### config.mk
export PLATFORM = sky130hd
export DESIGN_NAME = sram_rd_sched
export DESIGN_NICKNAME = d
export VERILOG_FILES = /design/src/rtl/sram_rd_sched.sv
export SDC_FILE = /design/constraint.sdc
export NUM_CORES = 1
export LEC_CHECK = 0
export ABC_AREA = 1
export BUFFER_PORTS_ARGS = -buffer_cell sky130_fd_sc_hd__buf_2
export CAP_MARGIN = 5
export CORE_AREA = 2 2 241 243
export CTS_CLUSTER_SIZE = 16
export DETAILED_ROUTE_END_ITERATION = 8
export DIE_AREA = 0 0 243 245
export HOLD_SLACK_MARGIN = 0.08
export REMOVE_ABC_BUFFERS = 1
export SLEW_MARGIN = 20
export SYNTH_ARGS = -nofsm -noshare
export SYNTH_HDL_FRONTEND = slang
export SYNTH_SLANG_ARGS = --single-unit
export TNS_END_PERCENT = 30
### constraint.sdc
create_clock -name clk -period 5.85 [get_ports clk]
set_input_delay 0.585 -clock clk [delete_from_list [all_inputs] [get_ports clk]]
set_output_delay 0.585 -clock clk [all_outputs]
set_load 0.01 [all_outputs]
### src/rtl/sram_rd_sched.sv
// Round-robin scheduler sharing one SRAM read port among NUM_PORTS burst readers; gnt and first address one cycle after req, data RD_LATENCY later.
// No downstream backpressure; optional SRAM_RD_STALL_EN adds rd_stall, which pauses issue and blocks new grants.
module sram_rd_sched #(
  parameter int NUM_PORTS  = 16,
  parameter int ADDR_WIDTH = 17,
  parameter int DATA_WIDTH = 64,
  parameter int LEN_WIDTH  = 8,
  parameter int RD_LATENCY = 1
) (
  input  logic                            clk,
  input  logic                            rst,
  input  logic [NUM_PORTS-1:0]            req,
  input  logic [ADDR_WIDTH*NUM_PORTS-1:0] req_addr,
  input  logic [LEN_WIDTH*NUM_PORTS-1:0]  req_len,
  output logic [NUM_PORTS-1:0]            gnt,
  output logic                            busy,
  output logic                            sram_enb,
  output logic [ADDR_WIDTH-1:0]           sram_addrb,
  input  logic [DATA_WIDTH-1:0]           sram_doutb,
  output logic [DATA_WIDTH-1:0]           rd_data,
  output logic [NUM_PORTS-1:0]            rd_vld,
  output logic [NUM_PORTS-1:0]            rd_last
`ifdef SRAM_RD_STALL_EN
  ,
  input  logic                            rd_stall
`endif
);

  localparam int PW = (NUM_PORTS > 1) ? $clog2(NUM_PORTS) : 1;

  typedef enum logic {IDLE, ISSUE} state_t;

  typedef struct packed {
    logic          vld;
    logic          last;
    logic [PW-1:0] owner;
  } tag_t;

  state_t                     state_q, state_d;
  logic [PW-1:0]              ptr_q, ptr_d;
  logic [ADDR_WIDTH-1:0]      addr_cnt_q, addr_cnt_d;
  logic [LEN_WIDTH-1:0]       remaining_q, remaining_d;
  logic [PW-1:0]              owner_q, owner_d;
  logic [NUM_PORTS-1:0]       gnt_q, gnt_d;
  tag_t [RD_LATENCY-1:0]      tag_q, tag_d;

  logic                       stall;
  logic                       issuing;
  logic                       final_beat;
  logic                       arb_en;
  logic [NUM_PORTS-1:0]       eligible;
  logic [ADDR_WIDTH-1:0]      port_addr [NUM_PORTS];
  logic [LEN_WIDTH-1:0]       port_len  [NUM_PORTS];
  logic                       win_vld;
  logic [PW-1:0]              win_idx;
  int                         idx;

`ifdef SRAM_RD_STALL_EN
  assign stall = rd_stall;
`else
  assign stall = 1'b0;
`endif

  assign issuing    = (state_q == ISSUE) && !stall;
  assign final_beat = issuing && (remaining_q == LEN_WIDTH'(1));
  assign arb_en     = ((state_q == IDLE) && !stall) || final_beat;

  // Owner is masked while it still holds req during its own final beat.
  always_comb begin
    eligible = '0;
    for (int i = 0; i < NUM_PORTS; i++) begin
      port_addr[i] = req_addr[i*ADDR_WIDTH +: ADDR_WIDTH];
      port_len[i]  = req_len[i*LEN_WIDTH +: LEN_WIDTH];
      eligible[i]  = req[i] && (port_len[i] != '0);
    end
    if (state_q == ISSUE) begin
      eligible[owner_q] = 1'b0;
    end
  end

  always_comb begin
    win_vld = 1'b0;
    win_idx = '0;
    idx     = 0;
    for (int k = 1; k <= NUM_PORTS; k++) begin
      idx = (int'(ptr_q) + k) % NUM_PORTS;
      if (!win_vld && eligible[PW'(idx)]) begin
        win_vld = 1'b1;
        win_idx = PW'(idx);
      end
    end
  end

  always_comb begin
    state_d     = state_q;
    ptr_d       = ptr_q;
    addr_cnt_d  = addr_cnt_q;
    remaining_d = remaining_q;
    owner_d     = owner_q;
    gnt_d       = '0;

    if (issuing) begin
      addr_cnt_d  = addr_cnt_q + ADDR_WIDTH'(1);
      remaining_d = remaining_q - LEN_WIDTH'(1);
      if (final_beat) begin
        state_d = IDLE;
      end
    end

    if (arb_en && win_vld) begin
      gnt_d[win_idx] = 1'b1;
      ptr_d          = win_idx;
      addr_cnt_d     = port_addr[win_idx];
      remaining_d    = port_len[win_idx];
      owner_d        = win_idx;
      state_d        = ISSUE;
    end
  end

  // Stalled cycles push a null tag so returning data stays aligned with the SRAM pipe.
  always_comb begin
    tag_d          = '0;
    for (int k = RD_LATENCY - 1; k > 0; k--) begin
      tag_d[k] = tag_q[k-1];
    end
    tag_d[0].vld   = issuing;
    tag_d[0].last  = final_beat;
    tag_d[0].owner = owner_q;
  end

  always_ff @(posedge clk) begin
    if (rst) begin
      state_q     <= IDLE;
      ptr_q       <= PW'(NUM_PORTS - 1);
      addr_cnt_q  <= '0;
      remaining_q <= '0;
      owner_q     <= '0;
      gnt_q       <= '0;
      tag_q       <= '0;
    end else begin
      state_q     <= state_d;
      ptr_q       <= ptr_d;
      addr_cnt_q  <= addr_cnt_d;
      remaining_q <= remaining_d;
      owner_q     <= owner_d;
      gnt_q       <= gnt_d;
      tag_q       <= tag_d;
    end
  end

  always_comb begin
    rd_vld  = '0;
    rd_last = '0;
    rd_vld[tag_q[RD_LATENCY-1].owner]  = tag_q[RD_LATENCY-1].vld;
    rd_last[tag_q[RD_LATENCY-1].owner] = tag_q[RD_LATENCY-1].vld && tag_q[RD_LATENCY-1].last;
  end

  assign gnt        = gnt_q;
  assign busy       = (state_q == ISSUE);
  assign sram_enb   = issuing;
  assign sram_addrb = busy ? addr_cnt_q : '0;
  assign rd_data    = sram_doutb;

endmodule
==> metrics.txt, run 1 <==
drt pass-1 iters 7; Ports 613; GRT Overall Usage 20.04%; Setup Skew roughly 0.011 ns; root buf cell clkbuf_16; fin nets 2839; final setup fails 0; CTS tree yes; Inserted Clock Buffers 5; Skew-Pair Late Insertion Delay 0.32 ns; ys flop type dfxtp_1; sequential area share after synthesis 11.36%; Fin Hold WS 0.5498 ns; P&R area growth vs syn 30.48%; Clock Sinks 56; number of global-route vias before repair 13052; Least-Margin Pin Slew about 0.73 ns; post-CTS sizing 0; routed len/inst 19.97 um; Post-synth top cells nand2_1, nand3_1, nor2_1; critical path data arrival time about 4.9 ns; core area 57030 sq um; Synth Area per Inst 4.963 sq um; Ys Warns 0; fill count 6758; largest net degree at the start of global routing 98; Reg clk slew, reported paths ~0.08 ns; final wirelength 62160 um; Post-Synthesis Cell Area 9866 sq um; CP Capture Type flop; # Post-CTS Setup Buffers 0; headroom to the max-slew limit about 51%; Fin. Hold Viols 0; count leader, synth nand2_1; port buffer count 484; critical path launch point type flop; top-area cell type share of the netlist area a little under a third; vias 14138; maximum clock frequency 213.5 MHz; top cells by area, synth nand2_1, nand3_1, dfxtp_1; cts hold-fix bufs 0; RSZ-0062 raised after global routing no; post-DP HPWL about 52000 um; DRC viols 0; Placer Congestion around 0.95; Initial Utilization 17.30%; max-cap check violation count 0; Required @ worst endpoint 6.10 ns; crit-path max FO 56; HP Class flop to flop; fraction of registers with async set/reset 0%; Mapped Cells 1988; Yosys top cell by area nand2_1; status complete, no violations; Routed Antenna Nets 0; Post-synth EDFFs 0; Die X 243 um; initial antenna violation count 0; CTS H-tree depth 2; total gr overflow 0; ant diodes 0; Final Max Tran Viols 0; vias per cell 4.542; first-pass GRT wire length 87520 um; Die Span Y 245 um; post-synth cell types 49; die area 59540 sq um; fraction of layout cells with a size suffix above 1 24.53%; Yosys reg bits 56; Initial DRC Count 998; CTS max path bufs 2; Final min period 4.684 ns; Setup CP Type flop to flop; row cnt approximately 90; fin crit share between 80% and 90%
==> metal layers <==
layer	track usage, %	part of all wire, %
met1	23.32	41
met2	29.66	41
met3	13.55	16
met4	3.717	1.6
met5	8.497	1.2
==> cells by family after synthesis <==
| kind of cell | count (synthesis) | synth area share, % |
|---|---|---|
| AND/OR/NAND/NOR | 1462 | 62.55 |
| buffers and inverters | 324 | 16.03 |
| adder cells (fa/ha/maj) | 10 | 1.268 |
| flip-flops | 56 | 11.36 |
| AO/OA/AOI/OAI | 121 | 7.305 |
| XOR/XNOR | 15 | 1.484 |
==> critical path, stage by stage (launching register included) <==
cell and delay [ns]:
dfxtp_1 0.32, inv_2 0.27, ha_1 0.51, inv_1 0.30, nand3_1 0.14, nand3_1 0.13, nand3_1 0.10, nand2_2 0.15
nand3_1 0.15, nor2_2 0.19, nand4_2 0.15, nor2_4 0.16, nand4_1 0.14, nor2_1 0.18, nand3_1 0.14, nand2_1 0.09
inv_1 0.04, nand3_2 0.10, buf_4 0.49, nand3_1 0.14, nand2_1 0.11, nand2_1 0.06, nand2_1 0.10, nand2_1 0.06
nand2_1 0.06, o21ai_1 0.11, a21oi_1 0.16
==> flip-flops by register name, indices dropped and copies added, names as in the netlist <==
register / flops
tag_q: 6
busy: 1
gnt: 16
owner_q: 4
addr_cnt_q: 17
ptr_q: 4
remaining_q: 8
==> layout by cell type, fill, tap and decap left out, types with 3 or more instances in the layout <==
cell	count
nor2_2	7
o21a_1	4
nor2_4	9
nand3_2	3
dfxtp_1	55
o21ai_1	15
buf_12	9
nand3_1	366
nor4_1	12
inv_1	142
nand2_1	817
nand2_2	4
o311ai_0	3
a21oi_1	15
clkinv_1	3
nand4_1	23
ha_1	10
o31ai_1	3
o21ai_0	55
xor2_1	11
nor2_1	201
o211ai_1	8
a21boi_1	3
nor3_1	9
inv_2	6
buf_4	31
buf_2	484
nand4_2	4
clkbuf_16	5
==> per-stage QoR <==
step / util, % / setup TNS [ns] / instance area, sq um / setup slack [ns] / cells
detailed placement: 22.28 / 0 / 12700 / 1.229 / 3105
finish: 22.57 / 0 / 12870 / 1.166 / 3113
floorplan: - / -146.17 / 8856 / -4.467 / 1816
global placement: 22.28 / 0 / 12700 / 1.207 / 3105
CTS: 22.57 / 0 / 12870 / 1.181 / 3113
global route: 22.57 / 0 / 12870 / 0.6192 / 3113
==> final cells by class <==
type / count / area, sq um / share of cell area [%]
multi-input cells: 1608 / 7218 / 56.08
repair buffers: 524 / 2835 / 22.03
flip-flops and latches: 56 / 1122 / 8.719
well taps: 765 / 957.2 / 7.436
inverters: 152 / 571.8 / 4.442
clock buffers: 5 / 125.1 / 0.9720
clock inverters: 3 / 42.54 / 0.3305
==> worst paths after layout <==
path	from	endpoint	slack [ns]	cells after the start
setup / recovery	ptr_q[0]$_SDFFE_PP1N_	addr_cnt_q[13]$_SDFFE_PP0P_	1.17	26
hold / removal	owner_q[1]$_SDFFE_PP0N_	tag_q[1]$_SDFF_PP0_	0.55	2
setup reg to reg	ptr_q[0]$_SDFFE_PP1N_	addr_cnt_q[13]$_SDFFE_PP0P_	1.17	26
hold reg to reg	owner_q[1]$_SDFFE_PP0N_	tag_q[1]$_SDFF_PP0_	0.55	2
Power of run 1 is not shown: default switching activity piles up to over one toggle a cycle in this logic, so the estimate is an artifact.
==> run 2, diff against run 1 <==
--- a/config.mk
+++ b/config.mk
@@ -8,10 +8,10 @@
 export ABC_AREA = 1
 export BUFFER_PORTS_ARGS = -buffer_cell sky130_fd_sc_hd__buf_2
 export CAP_MARGIN = 5
-export CORE_AREA = 2 2 241 243
+export CORE_AREA = 2 2 238 240
 export CTS_CLUSTER_SIZE = 16
 export DETAILED_ROUTE_END_ITERATION = 8
-export DIE_AREA = 0 0 243 245
+export DIE_AREA = 0 0 240 242
 export HOLD_SLACK_MARGIN = 0.08
 export REMOVE_ABC_BUFFERS = 1
 export SLEW_MARGIN = 20
==> constraint.sdc (replaced) <==
create_clock -name clk -period 4.2 [get_ports clk]
set_input_delay 0.42 -clock clk [delete_from_list [all_inputs] [get_ports clk]]
set_output_delay 0.42 -clock clk [all_outputs]
set_load 0.01 [all_outputs]
==> metrics.txt, run 2 (synthesized netlist as in run 1, its figures left out) <==
status complete, no violations; core area 55730 sq um; final core occ 26.59%; total gr overflow 0; cts hold-fix bufs 0; cell total after placement roughly 3200; drt pass-1 iters 5; Die Span Y 242 um; P&R area growth vs syn 50.23%; critical path data arrival time 4.30 ns; fin crit share 96.14%; most frequent cells in the layout nand2_1, buf_2, nand3_1, nor2_1, inv_1; HP Class primary input to flop; routed len/inst just over 20 um; commonest non-fill, non-tap cell in the layout nand2_1; reg-to-reg endpoint remaining_q[4]$_SDFFE_PP0P_; first-pass GRT wire length roughly 90000 um; dpl cell area about 14000 sq um; final wirelength roughly 67000 um; fin nets 2972; row cnt 87; Placer Congestion 0.9763; WHS Path Cells 7; Routed Antenna Nets 0; root buf cell clkbuf_16; Worst Reg-to-Reg Cells 27; vias 14726; fin cells between 3000 and 4000; max-cap check violation count 0; Skew-Pair Late Insertion Delay 0.32 ns; Fin. Hold Viols 0; hold endpoint addr_cnt_q[6]$_SDFFE_PP0P_; Clock Sinks between 50 and 60; Least-Margin Pin Slew 0.6942 ns; port buffer count roughly 480; final setup fails 0; crit-path max FO 5; Required @ worst endpoint 4.47 ns; reg2reg setup slack 0.16 ns; CTS H-tree depth 2; reg2reg start ptr_q[0]$_SDFFE_PP1N_; largest net degree at the start of global routing 56; post-DP HPWL roughly 55000 um; Die X 240 um; DRC viols 0; min-delay src req_addr[40]; initial antenna violation count 3; Biggest register addr_cnt_q; die area 58080 sq um; Setup CP Type flop to flop; GRT Overall Usage a little over a fifth; Initial DRC Count 1047; fraction of layout cells with a size suffix above 1 32.89%; Final Max Tran Viols 0; maximum clock frequency 247.6 MHz; Initial Utilization between 10% and 20%; CP Capture Type flop; headroom to the max-slew limit a little over half; number of global-route vias before repair 13592; CTS max path bufs 2; max FFs per register 17; Setup Skew roughly 0.01 ns; CTS tree yes; Ports 613; Reg clk slew, reported paths around 0.090 ns; Final min period 4.038 ns; Inserted Clock Buffers 5; vias per cell 4.548; final instance area about 15000 sq um; critical path launch point type flop
[run 2: stage by stage]
step / setup slack (ns) / TNS [ns] / hold slack (ns)
final: 0.1620 / 0 / 0.5071
after global placement: -0.1889 / -0.7566 / 0.5611
after detailed placement: -0.1025 / -0.1877 / 0.5615
after global routing: -0.09074 / -1.084 / 0.4968
after CTS: -0.0005622 / -0.0005622 / 0.4940
after floorplan: -6.117 / -218.70 / 0.4693
[run 2: routing by layer]
layer	part of all wire, %	GRT usage, %	wire length, um	vias to the layer above
met1	39	23.58	25920	6619
met5	1.2	10.10	791	-
met2	42	31.83	27760	734
met3	16	15.64	10680	94
met4	2.2	4.531	1462	10
li1	-	-	-	7269
[run 2: worst max-delay path by stage]
| stage | slack [ns] | depth (start not counted) | endpoint | start |
|---|---|---|---|---|
| after floorplan | -6.12 | 26 | remaining_q[5]$_SDFFE_PP0P_ | ptr_q[0]$_SDFFE_PP1N_ |
| after global routing | -0.09 | 29 | remaining_q[2]$_SDFFE_PP0P_ | busy$_SDFF_PP0_ |
| after detailed placement | -0.10 | 22 | gnt[2]$_SDFF_PP0_ | owner_q[0]$_SDFFE_PP0N_ |
| after global placement | -0.19 | 22 | gnt[2]$_SDFF_PP0_ | owner_q[0]$_SDFFE_PP0N_ |
| final | 0.16 | 27 | remaining_q[4]$_SDFFE_PP0P_ | ptr_q[0]$_SDFFE_PP1N_ |
| after CTS | -0.0006 | 29 | addr_cnt_q[3]$_SDFFE_PP0P_ | ptr_q[2]$_SDFFE_PP1N_ |
[run 2: timing repair]
action                                  CTS  global route
pin swaps                                 0            34
gates resized for setup                   2           157
setup buffers                             0            29
endpoints found under the setup margin    5            41
gates cloned                              0             6
[run 2: layout make-up]
| cell class | instances | area (sq um) |
|---|---|---|
| fillers | 6566 | 40910 |
| multi-input cells | 1608 | 7726 |
| repair buffers | 657 | 4273 |
| flip-flops and latches | 56 | 1134 |
| well taps | 756 | 945.9 |
| inverters | 152 | 576.8 |
| clock buffers | 6 | 128.9 |
| clock inverters | 2 | 35.03 |
| diodes | 1 | 2.502 |
[run 2: critical path, stage by stage, from the launching register on]
cell and delay (ns):
dfxtp_2 0.37, inv_2 0.04, ha_2 0.19, xnor2_2 0.30, inv_1 0.17, nand3_2 0.13, nand3_1 0.12, nand2_4 0.14
nand3_4 0.09, nor2_4 0.15, nand4_4 0.10, nor2_4 0.12, nand4_1 0.17, nor2_2 0.22, buf_4 0.13, nand4_1 0.07
nand4_1 0.19, o21bai_4 0.11, buf_12 0.15, nor2_4 0.27, buf_12 0.16, clkbuf_16 0.15, nand2_1 0.05, nand3_1 0.10
nand2_1 0.06, nand2_1 0.06, nor2_1 0.05, nor2_1 0.07
Power of run 2 is left out for the same reason.
==> run 3, diff against run 2 <==
--- a/config.mk
+++ b/config.mk
@@ -12,6 +12,7 @@
 export CTS_CLUSTER_SIZE = 16
 export DETAILED_ROUTE_END_ITERATION = 8
 export DIE_AREA = 0 0 240 242
+export GPL_TIMING_DRIVEN = 0
 export HOLD_SLACK_MARGIN = 0.08
 export REMOVE_ABC_BUFFERS = 1
 export SLEW_MARGIN = 20
==> metrics.txt, run 3 (synthesized netlist as in run 1, its figures left out) <==
violations in the final reports negative setup slack; fill count around 6400; core area 55730 sq um; row cnt 87; commonest non-fill, non-tap cell in the layout nand2_1; status complete, but fails checks; Fin Hold WS 0.4839 ns; final core occ 27.23%; Biggest register addr_cnt_q; Inserted Clock Buffers 5; Clock Sinks 56; Fin Setup TNS -0.08871 ns; fin crit share 100.5%; DRC viols 0; worst path bufs/invs 6; multi-input logic area 7993 sq um; CTS max path bufs 2; Least-Margin Pin Slew 1.061 ns; Initial DRC Count roughly 1500; post-DP HPWL 51960 um; Setup Skew 0.02164 ns; root buf cell clkbuf_16; P&R area growth vs syn 53.85%; number of global-route vias before repair 13632; headroom to the max-slew limit 28.80%; reg2reg setup slack -0.02 ns; Die Span Y 242 um; CTS tree yes; CP Capture Type flop; max-cap check violation count 0; routed len/inst 22.34 um; storage element area 1137 sq um; critical path data arrival time 4.51 ns; Ports approximately 610; Skew-Pair Late Insertion Delay approximately 0.35 ns; WHS Path Cells 2; Final min period ~4.2 ns; most frequent cells in the layout nand2_1, buf_2, nand3_1, nor2_1, inv_1; die area 58080 sq um; final worst slack -0.01929 ns; port buffer count between 400 and 500; fin nets 2933; final wirelength 71460 um; Die X 240 um; hold endpoint tag_q[5]$_SDFF_PP0_; fraction of layout cells with a size suffix above 1 about a third; Reg clk slew, reported paths 0.10 ns; CP top delay family simple AND/OR/NAND/NOR gates; initial antenna violation count 5; drt pass-1 iters 6; critical path launch point type flop; largest net degree at the start of global routing 39; slowest CP cell dfxtp_4; GRT Overall Usage 22.78%; Initial Utilization ~18%; reg-to-reg endpoint remaining_q[4]$_SDFFE_PP0P_; Worst Reg-to-Reg Cells 27; total gr overflow 0; reg2reg start ptr_q[1]$_SDFFE_PP1N_; Routed Antenna Nets 0; vias per cell 4.737; vias 15153; maximum clock frequency 237.0 MHz; RSZ-0062 raised after global routing yes; CTS H-tree depth 2; min-delay src rst; Setup CP Type flop to flop; HP Class primary input to flop; Fin. Hold Viols 0; max FFs per register 17; crit-path max cell delay between 0.4 and 0.5 ns; Final Max Tran Viols 0; Placer Congestion 0.9526; first-pass GRT wire length 94390 um; final setup fails 9; pre-CTS setup slack -3.100 ns; crit-path max FO 8; Required @ worst endpoint 4.49 ns
run 3: cell count changes in the layout (fill, tap and decap cells not counted), sizes merged:
cell | previous run | this run
buf | 652 | 597
bufbuf | 0 | 1
bufinv | 1 | 0
clkbuf | 11 | 18
clkinv | 4 | 6
clkinvlp | 0 | 6
inv | 149 | 145
nand2 | 822 | 823
nand3 | 369 | 373
run 3: metal layers:
metal / GRT usage, % / part of all wire, %
met1: 25.26 / 38
met2: 33.81 / 41
met3: 16.41 / 18
met4: 6.102 / 2.9
met5: 7.407 / 0.94
run 3: how the worst max path moves through the flow:
stage,from,end,depth (start not counted)
after floorplan,ptr_q[0]$_SDFFE_PP1N_,remaining_q[5]$_SDFFE_PP0P_,26
after global placement,ptr_q[1]$_SDFFE_PP1N_,gnt[2]$_SDFF_PP0_,22
after detailed placement,ptr_q[0]$_SDFFE_PP1N_,addr_cnt_q[15]$_SDFFE_PP0P_,29
after CTS,ptr_q[1]$_SDFFE_PP1N_,remaining_q[4]$_SDFFE_PP0P_,26
after global routing,ptr_q[1]$_SDFFE_PP1N_,addr_cnt_q[4]$_SDFFE_PP0P_,29
final,ptr_q[1]$_SDFFE_PP1N_,remaining_q[4]$_SDFFE_PP0P_,27
run 3: metrics by stage:
stage	instances	instance area [sq um]
5_1_grt	3199	15180
4_1_cts	3170	14550
3_5_place_dp	3076	12760
3_3_place_gp	3056	12220
6_report	3199	15180
2_1_floorplan	1816	8856
run 3: area by class of cell:
type                            instances  area share [%]
Multi-Input combinational cell       1613           52.66
Timing Repair inverter                  2          0.1072
Sequential cell                        56           7.493
Clock buffer                            5          0.8243
Clock inverter                          3          0.1484
Inverter                              152           4.155
Antenna cell                            1         0.01649
Timing Repair Buffer                  611           28.37
Tap cell                              756           6.232
run 3: repair_timing:
action	4_1_cts	5_1_grt
hold buffers	0	0
setup endpoints to repair	50	47
gates cloned	17	14
gates resized for setup	149	90
pin swaps	50	66
buffers inserted	69	20
Power of run 3 is left out for the same reason.
